**config.mk**
```make
export PLATFORM = sky130hd
export DESIGN_NAME = qrs_event_tx_scheduler
export DESIGN_NICKNAME = d
export VERILOG_FILES = /design/src/rtl/qrs_event_tx_scheduler.sv
export SDC_FILE = /design/constraint.sdc
export NUM_CORES = 1
export LEC_CHECK = 0
export ABC_AREA = 1
export ABC_CLOCK_PERIOD_IN_PS = 4000
export CAP_MARGIN = 25
export CORE_ASPECT_RATIO = 0.6
export CORE_MARGIN = 2
export CORE_UTILIZATION = 45
export DETAILED_ROUTE_END_ITERATION = 10
export GPL_ROUTABILITY_DRIVEN = 0
export PLACE_DENSITY = 0.73
export SETUP_SLACK_MARGIN = 0.1
export SYNTH_ARGS = -nofsm -noshare
export SYNTH_HDL_FRONTEND = slang
export SYNTH_SLANG_ARGS = --single-unit
```
**constraint.sdc**
```tcl
create_clock -name i_clk -period 4 [get_ports i_clk]
set_clock_uncertainty 0.1 [all_clocks]
set_input_delay 1.2 -clock i_clk [delete_from_list [all_inputs] [get_ports i_clk]]
set_output_delay 1.2 -clock i_clk [all_outputs]
set_load 0.1 [all_outputs]
```
**src/rtl/qrs_event_tx_scheduler.sv**
```systemverilog
// Buffers R-peak events in a small FIFO and streams each one out as a 10-byte frame
// (SYNC, SEQ, sample[23:0], RR[15:0], TH[15:0], XOR checksum) on a valid/ready byte link.
module qrs_event_tx_scheduler #(
  parameter int         CTR_WIDTH  = 24,
  parameter int         DATA_WIDTH = 11,
  parameter int         FIFO_DEPTH = 4,
  parameter int         GAP_CYCLES = 0,
  parameter logic [7:0] SYNC_BYTE  = 8'hA5
) (
  input  logic                        i_clk,
  input  logic                        i_rst,
  input  logic                        i_peak_valid,
  input  logic [CTR_WIDTH-1:0]        i_r_peak_sample_num,
  input  logic [DATA_WIDTH-1:0]       i_rr_period,
  input  logic [DATA_WIDTH-1:0]       i_qrs_threshold,
  input  logic                        i_en,
  output logic [7:0]                  o_tx_data,
  output logic                        o_tx_valid,
  input  logic                        i_tx_ready,
  output logic [$clog2(FIFO_DEPTH):0] o_fifo_level,
  output logic                        o_overflow,
  input  logic                        i_clr_overflow
);

  localparam int AW = $clog2(FIFO_DEPTH);
  localparam int LW = AW + 1;
  localparam int GW = (GAP_CYCLES > 1) ? $clog2(GAP_CYCLES) : 1;
  localparam int EW = 64;

  typedef enum logic [1:0] {
    IDLE = 2'd0,
    SEND = 2'd1,
    GAP  = 2'd2
  } state_t;

  state_t          state, state_nxt;
  logic [EW-1:0]   mem [FIFO_DEPTH];
  logic [AW-1:0]   wr_ptr, rd_ptr;
  logic [LW-1:0]   count;
  logic [7:0]      seq;
  logic            overflow;
  logic [3:0]      byte_idx;
  logic [GW-1:0]   gap_cnt;
  logic [EW-1:0]   entry_p0;
  logic [EW-1:0]   head_p0;
  logic [79:0]     frame_p1;
  logic            full, empty, pop, push, drop, tx_fire, last_byte, gap_done;

  function automatic logic [7:0] frame_chk(input logic [EW-1:0] e);
    logic [7:0] c;
    c = 8'h00;
    for (int i = 0; i < 8; i++) c = c ^ e[i*8 +: 8];
    return c;
  endfunction

  function automatic logic [79:0] build_frame(input logic [EW-1:0] e);
    return {SYNC_BYTE, e, frame_chk(e)};
  endfunction

  assign full      = (count == LW'(FIFO_DEPTH));
  assign empty     = (count == '0);
  assign head_p0   = mem[rd_ptr];
  assign entry_p0  = {seq, 24'(i_r_peak_sample_num), 16'(i_rr_period), 16'(i_qrs_threshold)};
  assign tx_fire   = (state == SEND) && i_tx_ready;
  assign last_byte = (byte_idx == 4'd9);
  assign gap_done  = (gap_cnt == GW'(GAP_CYCLES - 1));

  // A full FIFO still accepts a strobe when the head is popped on the same edge.
  assign push = i_peak_valid && (!full || pop);
  assign drop = i_peak_valid && full && !pop;

  assign o_fifo_level = count;
  assign o_overflow   = overflow;

  always_comb begin
    state_nxt  = state;
    pop        = 1'b0;
    o_tx_valid = 1'b0;
    o_tx_data  = 8'h00;
    case (state)
      IDLE: begin
        if (i_en && !empty) begin
          pop       = 1'b1;
          state_nxt = SEND;
        end
      end
      SEND: begin
        o_tx_valid = 1'b1;
        o_tx_data  = frame_p1[79:72];
        if (i_tx_ready && last_byte) state_nxt = (GAP_CYCLES > 0) ? GAP : IDLE;
      end
      GAP: begin
        if (gap_done) state_nxt = IDLE;
      end
      default: state_nxt = IDLE;
    endcase
  end

  always_ff @(posedge i_clk or posedge i_rst) begin
    if (i_rst) begin
      state    <= IDLE;
      wr_ptr   <= '0;
      rd_ptr   <= '0;
      count    <= '0;
      seq      <= 8'h00;
      overflow <= 1'b0;
      byte_idx <= 4'd0;
      gap_cnt  <= '0;
    end else begin
      state <= state_nxt;
      // Sequence advances on every strobe so the host can detect dropped events.
      if (i_peak_valid) seq <= seq + 8'd1;
      if (push) wr_ptr <= wr_ptr + AW'(1);
      if (pop)  rd_ptr <= rd_ptr + AW'(1);
      case ({push, pop})
        2'b10:   count <= count + LW'(1);
        2'b01:   count <= count - LW'(1);
        default: count <= count;
      endcase
      if (drop)                overflow <= 1'b1;
      else if (i_clr_overflow) overflow <= 1'b0;
      if (pop)                         byte_idx <= 4'd0;
      else if (tx_fire && !last_byte) byte_idx <= byte_idx + 4'd1;
      if (state == GAP) gap_cnt <= gap_cnt + GW'(1);
      else              gap_cnt <= '0;
    end
  end

  // ---- p0: FIFO write; p1: frame register shifted out one byte per handshake ----
  always_ff @(posedge i_clk) begin
    if (push) mem[wr_ptr] <= entry_p0;
    if (pop)          frame_p1 <= build_frame(head_p0);
    else if (tx_fire) frame_p1 <= {frame_p1[71:0], 8'h00};
  end

endmodule

```
==> out/results.ini <==
[run]
cap_violations=0

[floorplanning]
die_x_um=226
core_area_mm2=0.0289
initial_core_util_pct=46.0
die_y_um=137
die-area_mm2=0.0309
row_count=48
pin_count=65

[synthesis]
postSynthAreaPerCell_um2=11.1
synth.top_cell.area_share_pct=65.1
yosysWarnings=0
syn_inst=1192
synth.top_cells.by_area=edfxtp_1, nand2_1, nand3_1
ys_ff_latch=317
synth_area_mm2=0.0133
syn_nets=1252
synth_cell_type_count=25
yosys.area.top_type=edfxtp_1
ys_seq_area_share_pct=70.3

[sta]
worst_hold_slack_ns=0.385
rsz0062_at_grt=false
slew-limit-headroom_pct=43.4
fin_crit_sh_pct=73.6
setup_violations=0
fmax_ghz=0.340
tightest_slew_ns=0.849
finalMaxSlewViolations=0
hold_viol=0
tns_ns=0
layout_min_cycle_time_ns=2.94

[global_route]
first_global_vias=8126
overflow=0
grt_pass1_wl_mm=45.4
groute.usage.overall_pct=19.4
grt_max_degree=125
antenna_found_initial=1

[routing]
vias=8662
drt-initial-drc-count=930
drtPass1Iterations=7
antenna_left=0
wl_mm=29.1
drcViolationCount=0
post_drt_via_cell_ratio=5.17
wl_per_cell_um=17.4

[setup_path]
crit_type=flip-flop to output pin
worstPathCellList=nand2_1, inv_1, buf_4
cpPeakStageDelay_ns=0.64
path_max_fanout=16
endpoint_kind=output pin
reg2reg_depth=10
startpoint_type=flip-flop
worstPathRequired_ns=2.70
cp_slowest_cell=dfrtp_1
critPathArrivalTime_ns=1.64

[hold_path]
hold_depth=2
hold_class=flip-flop to flip-flop

[clock_network]
clk_path_buf_depth=3
post_cts_buffers=0
clock_sinks=317
htreeDepth=1
tritoncts=yes
cts_buffers=27
clkTransAtPathRegs_ns=0.07
clk_latency_ns=0.55
hold_buffers=0
root_buffer=clkbuf_16
cts_resized=0

[final_layout]
fin_cells=1674
synthToLayoutAreaGrowth_pct=14.9
drive_gt1_share_pct=6.92
final_nets=1311
fillers=2413
final_area_mm2=0.0153

[place]
dp_hpwl_mm=18.5
port-buffer-count=64
placed_cell_area_mm2=0.0144
post-place-cells=1622

[power_and_ir_drop]
p_leak_uw=0.00612
cellPowerDensity_mw_per_mm2=835
peakVddDrop_uv=407

[status]
status=complete, no violations

[layout by cell type (no fill, tap or decap), types with 6 or more instances in the layout]
master | Yosys | routed
ha_1 | 7 | 7
a21oi_1 | 8 | 8
nor2_1 | 38 | 34
clkbuf_1 | 10 | 10
buf_4 | 4 | 23
xnor2_1 | 8 | 8
nand4_1 | 10 | 10
edfxtp_1 | 288 | 288
xor2_1 | 18 | 18
dfrtp_1 | 21 | 19
nand2_1 | 446 | 445
nand3_1 | 138 | 137
inv_1 | 71 | 71
buf_12 | 0 | 12
dfxtp_1 | 8 | 8
clkinv_2 | 0 | 6
clkbuf_16 | 0 | 27
clkdlybuf4s50_1 | 0 | 51
o21ai_0 | 59 | 59
[synthesized netlist by cell type]
cell type,count
o22ai_1,1
clkbuf_1,10
nor3_1,1
a21oi_1,8
inv_2,2
nor2_1,38
inv_1,71
o21ai_0,59
dfxtp_1,8
fa_1,1
edfxtp_1,288
nor4_1,1
ha_1,7
nand2_1,446
buf_6,8
xor2_1,18
nand3_1,138
nand2_2,4
buf_2,34
nand4_1,10
xnor2_1,8
mux2_2,4
buf_4,4
nand3b_1,2
dfrtp_1,21
[logic make-up after synthesis]
group	count (synthesis)	share of synthesized area [%]
AO/OA/AOI/OAI	68	2.57
XOR/XNOR	26	1.71
adder cells (fa/ha/maj)	8	0.810
buffers and inverters	129	4.53
flip-flops	317	70.3
multiplexers	4	0.339
AND/OR/NAND/NOR	640	19.7
[critical path: cells and delay by family, from the launching register on]
kind / cells / cell delay (ns)
AND/OR/NAND/NOR: 1 / 0.11
buffers and inverters: 2 / 0.35
flip-flops: 1 / 0.64
[flip-flops by register name (all words and copies together), names as in the netlist]
| signal | cells |
|---|---|
| byte_idx | 4 |
| frame_p1 | 80 |
| mem | 216 |
| o_fifo_level | 3 |
| o_overflow | 1 |
| rd_ptr | 2 |
| seq | 8 |
| state | 1 |
| wr_ptr | 2 |
[per-stage QoR]
stage | utilization (%) | total power (uW) | setup slack (ns)
6_report | 52.8 | 12700 | 1.06
5_1_grt | 52.8 | 13600 | 0.924
4_1_cts | 52.8 | 12800 | 1.03
3_5_place_dp | 49.9 | 10200 | 0.639
3_3_place_gp | 49.9 | 10100 | 0.690
2_1_floorplan | - | 8740 | -0.568
[final timing paths]
kind	start	endpoint	slack, ns
max	state[0]	o_tx_data[3]	1.06
min	frame_p1[79]	frame_p1[79]	0.39
max reg2reg	rd_ptr[0]	frame_p1[0]	1.27
min reg2reg	frame_p1[79]	frame_p1[79]	0.39
max in group asynchronous	i_rst	rd_ptr[0]	2.15
min in group asynchronous	i_rst	byte_idx[3]	1.03
[report_power, final]
| group | internal [uW] | leakage [uW] | switching, uW | total [uW] |
|---|---|---|---|---|
| registers | 4760 | 0.00301 | 409 | 5170 |
| clock network | 1380 | 0.000405 | 1150 | 2530 |
| logic | 1450 | 0.00271 | 3580 | 5030 |
| total | 7590 | 0.00612 | 5140 | 12700 |
[cell type report]
class | count | area (um^2) | share of cell area [%]
repair buffers | 86 | 923 | 6.05
inverters | 73 | 275 | 1.80
flip-flops and latches | 317 | 9340 | 61.2
clock inverters | 13 | 113 | 0.738
multi-input cells | 746 | 3390 | 22.2
clock buffers | 37 | 713 | 4.67
diodes | 2 | 5.00 | 0.0328
well taps | 400 | 500 | 3.28
[layer usage]
layer,wire length [um],global-route usage (%),up-vias
met5,0,0,-
met4,430,3.50,0
met3,2510,3.82,34
met2,12500,28.9,315
met1,13600,29.9,4166
li1,-,-,4147
Power figures use the tool's default switching activity.
